**src/rtl/conv_pkg.sv**
```systemverilog
// Shared definitions for the rate-1/2, K=3 convolutional code (generators 7/5 octal).
// Used by the encoder and by the decoder's branch-metric unit.
package conv_pkg;

    // Code defaults shared with the decoder side.
    localparam int unsigned     DefK    = 3;
    localparam logic [DefK-1:0] DefG0   = 3'b111;
    localparam logic [DefK-1:0] DefG1   = 3'b101;
    localparam int unsigned     DefLenW = 8;

    // Encoder control states.
    typedef enum logic [1:0] {
        StIdle = 2'd0,
        StData = 2'd1,
        StTail = 2'd2,
        StFin  = 2'd3
    } enc_state_e;

    // Even/odd parity of a tapped window; narrower vectors are zero-extended by the caller.
    function automatic logic parity(input logic [31:0] v);
        return ^v;
    endfunction

endpackage

```
**src/rtl/conv_sym_gen.sv**
```systemverilog
// Combinational symbol generator: K-bit window (bit K-1 = newest) -> 2-bit coded symbol.
// sym[1] is the G0 parity, sym[0] the G1 parity.
module conv_sym_gen
    import conv_pkg::*;
#(
    parameter int unsigned    K  = DefK,
    parameter logic [K-1:0]   G0 = DefG0,
    parameter logic [K-1:0]   G1 = DefG1
) (
    input  logic [K-1:0] window,
    output logic [1:0]   sym
);

    assign sym[1] = parity(32'(window & G0));
    assign sym[0] = parity(32'(window & G1));

endmodule

```
**src/rtl/conv_enc.sv**
```systemverilog
// Rate-1/2 convolutional encoder with valid/ready input and a single-entry output register.
// Build option: define CONV_ENC_TAIL_EN to append K-1 zero tail bits after each frame
// (zero-terminated trellis); without it a frame of N bits yields exactly N symbols.
module conv_enc
    import conv_pkg::*;
#(
    parameter int unsigned  K     = DefK,
    parameter logic [K-1:0] G0    = DefG0,
    parameter logic [K-1:0] G1    = DefG1,
    parameter int unsigned  LEN_W = DefLenW
) (
    input  logic             clk,
    input  logic             rst,
    input  logic             en,
    input  logic [LEN_W-1:0] frame_len,
    input  logic             in_valid,
    output logic             in_ready,
    input  logic             in_bit,
    output logic             out_valid,
    input  logic             out_ready,
    output logic [1:0]       out_sym,
    output logic             busy,
    output logic             done
);

    enc_state_e       state_q, state_d;
    logic [LEN_W-1:0] cnt_q, cnt_d;
    logic [LEN_W-1:0] len_q, len_d;
    logic [K-2:0]     sr_q, sr_d;
    logic             out_valid_q, out_valid_d;
    logic [1:0]       out_sym_q, out_sym_d;
    logic             done_q, done_d;

    logic             slot_free;
    logic             load;
    logic             enc_bit;
    logic [K-1:0]     window;
    logic [1:0]       sym;

    // Output slot can take a new symbol when empty or being drained this cycle.
    assign slot_free = !out_valid_q || out_ready;

    // Only DATA feeds real bits; tail slots (and idle) encode zeros.
    assign enc_bit = (state_q == StData) ? in_bit : 1'b0;
    assign window  = {enc_bit, sr_q};

    conv_sym_gen #(
        .K  (K),
        .G0 (G0),
        .G1 (G1)
    ) u_sym_gen (
        .window (window),
        .sym    (sym)
    );

    // Next-state, datapath updates and handshake outputs.
    always_comb begin
        state_d     = state_q;
        cnt_d       = cnt_q;
        len_d       = len_q;
        sr_d        = sr_q;
        out_valid_d = out_valid_q;
        out_sym_d   = out_sym_q;
        done_d      = 1'b0;
        in_ready    = 1'b0;
        load        = 1'b0;

        if (out_valid_q && out_ready) begin
            out_valid_d = 1'b0;
        end

        case (state_q)
            StIdle: begin
                if (en && (frame_len != '0)) begin
                    len_d   = frame_len;
                    cnt_d   = '0;
                    sr_d    = '0;
                    state_d = StData;
                end
            end
            StData: begin
                in_ready = slot_free;
                if (in_valid && slot_free) begin
                    load  = 1'b1;
                    cnt_d = cnt_q + LEN_W'(1);
                    // Compare before incrementing so a full-width frame never wraps.
                    if (cnt_q == len_q - LEN_W'(1)) begin
`ifdef CONV_ENC_TAIL_EN
                        cnt_d   = '0;
                        state_d = StTail;
`else
                        state_d = StFin;
`endif
                    end
                end
            end
`ifdef CONV_ENC_TAIL_EN
            StTail: begin
                if (slot_free) begin
                    load  = 1'b1;
                    cnt_d = cnt_q + LEN_W'(1);
                    if (cnt_q == LEN_W'(K - 2)) begin
                        state_d = StFin;
                    end
                end
            end
`endif
            StFin: begin
                if (out_valid_q && out_ready) begin
                    done_d  = 1'b1;
                    state_d = StIdle;
                end
            end
            default: begin
                state_d = StIdle;
            end
        endcase

        // A load wins over a same-cycle drain, so out_valid stays high with the new symbol.
        if (load) begin
            out_valid_d = 1'b1;
            out_sym_d   = sym;
            sr_d        = window[K-1:1];
        end
    end

    // FSM state register.
    always_ff @(posedge clk or negedge rst) begin
        if (!rst) begin
            state_q <= StIdle;
        end else begin
            state_q <= state_d;
        end
    end

    // Counter, shift register, output register and done pulse.
    always_ff @(posedge clk or negedge rst) begin
        if (!rst) begin
            cnt_q       <= '0;
            len_q       <= '0;
            sr_q        <= '0;
            out_valid_q <= 1'b0;
            out_sym_q   <= 2'b00;
            done_q      <= 1'b0;
        end else begin
            cnt_q       <= cnt_d;
            len_q       <= len_d;
            sr_q        <= sr_d;
            out_valid_q <= out_valid_d;
            out_sym_q   <= out_sym_d;
            done_q      <= done_d;
        end
    end

    assign out_valid = out_valid_q;
    assign out_sym   = out_sym_q;
    assign busy      = (state_q != StIdle);
    assign done      = done_q;

endmodule
```
**config.mk**
```make
export PLATFORM = sky130hd
export DESIGN_NAME = conv_enc
export DESIGN_NICKNAME = d
export VERILOG_FILES = /design/src/rtl/conv_pkg.sv /design/src/rtl/conv_sym_gen.sv /design/src/rtl/conv_enc.sv
export SDC_FILE = /design/constraint.sdc
export NUM_CORES = 1
export LEC_CHECK = 0
export CAP_MARGIN = 10
export CORE_UTILIZATION = 48
export CTS_CLUSTER_SIZE = 28
export DETAILED_ROUTE_END_ITERATION = 10
export GPL_TIMING_DRIVEN = 0
export PLACE_DENSITY = 0.78
export RECOVER_POWER = 50
export SLEW_MARGIN = 0
export SYNTH_ARGS = -nofsm -noshare
export SYNTH_HDL_FRONTEND = slang
export SYNTH_SLANG_ARGS = --single-unit
```
**constraint.sdc**
```tcl
create_clock -name clk -period 1.5 [get_ports clk]
set_input_delay 0.375 -clock clk [delete_from_list [all_inputs] [get_ports clk]]
set_output_delay 0.375 -clock clk [all_outputs]
set_load 0.01 [all_outputs]
```
==> impl_metrics.py, run 1 <==
metrics = {
    "synth": {
        "synth_flop_cell": "dfrtp_1",
        "muxShareOfSynthArea": 0.05822,
        "yosys_warnings": 0,
        "synth.area.top_cells": "dfrtp_1 (45%), xor2_1 (6.6%), nand2_1 (5.1%)",
        "synth_top_area_frac": 0.4507,
        "netlist_area_um2": 1333,
        "postSynthCellCount": 136,
        "synthesis.nets": 152,
        "synth_top_family_by_area": "simple AND/OR/NAND/NOR gates",
        "synth_edf_count": 0,
        "synth_area_per_cell_um2": 9.798,
        "synthXorXnorAreaFrac": 0.1117,
        "async_flop_share": 1.000,
        "seq_area_frac_synth": 0.4507,
        "synthAdderAreaFrac": 0.01878,
        "synthSimpleGateAreaFrac": 0.2507,
        "synth-seq-cells": 24,
        "synth_top_area_cell": "dfrtp_1",
        "synth_compound_area_frac": 0.08075,
        "synth_cell_types": 38,
    },
    "finish": {
        "final_cell_mix": "dfrtp_1 (22), nand2_1 (17), buf_4 (14)",
        "drive_above_1_share": 0.3258,
        "diodes": 0,
        "stdcell_count": 208,
        "area_growth_syn_to_layout_pct": 39.06,
        "fillCellCount": 179,
        "final_nets": 195,
        "final_common_cell": "dfrtp_1",
        "multi_input_area_um2": 798.3,
        "seq_area_um2": 603.1,
    },
    "sta": {
        "tightestPinTransition_ns": 0.5041,
        "rsz0062_at_grt": "true",
        "fin_crit_sh": 1.085,
        "fmax_mhz": 614.5,
        "layout_min_cycle_time_ns": 1.627,
        "finalClockSkew_ns": 0.005736,
        "finalHoldViolations": 0,
        "setup_ws_ns": -0.1273,
        "setup_viol": 8,
        "relSlewSlack": 0.6628,
        "hold_slack_ns": 0.4354,
        "drv_slew": 0,
        "tns_ns": -0.4803,
    },
    "setup_path": {
        "crit_path_end_kind": "output port",
        "r2r_cells": 7,
        "cp.required_ns": 1.12,
        "critPathKind": "reg2out",
        "cp_common_cell": "buf_6",
        "cp_slowest_stage_delay_ns": 0.43,
        "worstPathCellList": "buf_6 -> nor2b_4 -> and2_4 -> buf_6",
        "r2r_end": "state_q[1]",
        "arrival_ns": 1.25,
        "cpMaxStageDelayCell": "dfrtp_2",
        "worstReg2RegStart": "state_q[1]",
        "critPathLaunchType": "flop",
        "critPathMaxFanout": 2,
        "r2r_slack_ns": -0.12,
    },
    "placement": {
        "gp_congestion": 0.7835,
        "dp.cells": 185,
        "placement.io_buffers": 19,
        "dp_hpwl_mm": 2.020,
    },
    "outcome": {
        "status": "finished with violations",
        "failed_checks": "negative setup slack",
    },
    "clock_network": {
        "cts-root-buf": "clkbuf_4",
        "htree_num_levels": 1,
        "clk_pin_slew_ns": 0.14,
        "clkLatencyLatePin_ns": 0.32,
        "clockBufferDepth": 2,
        "cts_tree": "done",
        "clock_sinks": 24,
        "numCtsBuffers": 3,
    },
    "detailed_routing": {
        "via_count": 1166,
        "antenna_left": 0,
        "drcViolationCount": 0,
        "first_pass_iters": 4,
        "routed_wl_mm": 3.370,
        "drt_iter0_drc": 33,
        "routedWlPerCell_um": 16.20,
        "vias_per_cell": 5.606,
    },
    "power_and_ir_drop": {
        "p_int_mw": 2.234,
        "vdd_drop_max_mv": 1.429,
        "power_leakage_nw": 0.8565,
        "comb_power_share": 0.580,
        "clockPowerShare": 0.094,
        "power_per_cell_area_nw_per_um2": 2026,
        "seqPwrFrac": 0.326,
        "p_sw_frac": 0.4051,
        "p_sw_mw": 1.521,
    },
    "grt": {
        "grt_pass1_wl_mm": 4.767,
        "grt_use_total": 0.2291,
        "grt_max_degree": 25,
        "antenna_found_initial": 0,
        "grt_pass1_vias": 1073,
        "grt-ovfl-total": 0,
    },
    "floorplan": {
        "die_h_um": 54.69,
        "die_x_um": 54.69,
        "io_pins": 20,
        "rows": 18,
        "initial_core_util": 0.5236,
        "design.die.area_um2": 2991,
        "core_um2": 2545,
    },
    "min_path": {
        "hp-class": "in2async",
    },
    "run": {
        "max_cap_violations": 0,
    },
}
## power by group through the flow
stage | Sequential [mW] | Combinational [mW] | Clock [mW]
6_report | 1.23 | 2.18 | 0.351
5_1_grt | 1.26 | 2.36 | 0.371
4_1_cts | 1.20 | 1.85 | 0.361
2_1_floorplan | 1.17 | 1.17 | 0
3_5_place_dp | 1.23 | 1.59 | 0
3_3_place_gp | 1.21 | 1.54 | 0
## cells in the mapped netlist (2+ instances only)
| cell type | instances |
|---|---|
| nor4_1 | 2 |
| nor2b_1 | 3 |
| clkbuf_1 | 3 |
| xor2_1 | 10 |
| a31oi_1 | 2 |
| a21oi_1 | 4 |
| nor3_1 | 2 |
| mux2_2 | 6 |
| nand2_1 | 18 |
| nand4_1 | 4 |
| nand3b_1 | 3 |
| o21ai_0 | 9 |
| or3_1 | 2 |
| ha_1 | 2 |
| xnor2_1 | 7 |
| nand3_1 | 4 |
| dfrtp_1 | 24 |
| inv_1 | 2 |
| nor2_1 | 10 |
## logic make-up (layout without fill, tap and decap cells)
logic type,Yosys count,after routing
DFF,24,24
AOI/OAI and AO/OA,19,19
buffers and inverters,7,49
muxes,7,7
adders and majority gates,2,2
and+or+nand+nor,60,60
xor gates and xnor gates,17,17
## critical path, delay by kind of cell, from the launching register on
kind / cells / cell delay [ns]
buffers and inverters: 2 / 0.21
DFF: 1 / 0.43
and+or+nand+nor: 2 / 0.29
## metrics by stage
| step | utilization | setup slack (ns) | cell area [um^2] | total power, mW |
|---|---|---|---|---|
| floorplan | - | -0.001534 | 1350 | 2.341 |
| global placement | 0.6200 | -0.5425 | 1578 | 2.753 |
| detailed placement | 0.6200 | -0.5804 | 1578 | 2.816 |
| CTS | 0.6790 | -0.1122 | 1728 | 3.408 |
| global route | 0.7281 | -0.1826 | 1853 | 3.987 |
| finish | 0.7281 | -0.1273 | 1853 | 3.755 |
## cell type report
class / instances / area share
sequential: 24 / 0.3255
clock buffer: 4 / 0.01958
timing repair buffer: 39 / 0.1857
multi-input combinational: 105 / 0.4308
buffer: 4 / 0.01418
inverter: 2 / 0.004051
tap: 30 / 0.02026
## per-layer routing
metal | global-route usage | share of wire
met1 | 0.2825 | 0.44
met2 | 0.3835 | 0.51
met3 | 0.03056 | 0.037
met4 | 0.1197 | 0.015
met5 | 0 | 0
## flip-flops by register name (all words and copies together), names as in the netlist
register and cells:
cnt_q 8, len_q 8, sr_q 2, state_q 2, out_valid 1, out_sym 2, done 1
## how the worst max path moves through the flow
| stage | depth (start not counted) | slack [ns] | start | end |
|---|---|---|---|---|
| final | 4 | -0.13 | state_q[1] | in_ready |
| after global routing | 7 | -0.18 | len_q[0] | state_q[1] |
| after CTS | 4 | -0.11 | state_q[0] | in_ready |
| after detailed placement | 6 | -0.58 | frame_len[0] | len_q[6] |
| after global placement | 6 | -0.54 | frame_len[0] | len_q[2] |
| after floorplan | 7 | -0.002 | len_q[0] | state_q[1] |
## timing repair
action / CTS / global route
hold buffers: 0 / 0
resized for setup: 39 / 16
setup buffers: 11 / 7
endpoints found under the setup margin: 25 / 14
cloned: 1 / 0
pin swaps: 8 / 13
No activity file was read; power rests on OpenSTA's default activity.
==> run 2, diff against run 1 <==
- CAP_MARGIN: 10 -> 20
==> results of run 2 <==
Final layout, timing and power as in run 1 (identical DEF).
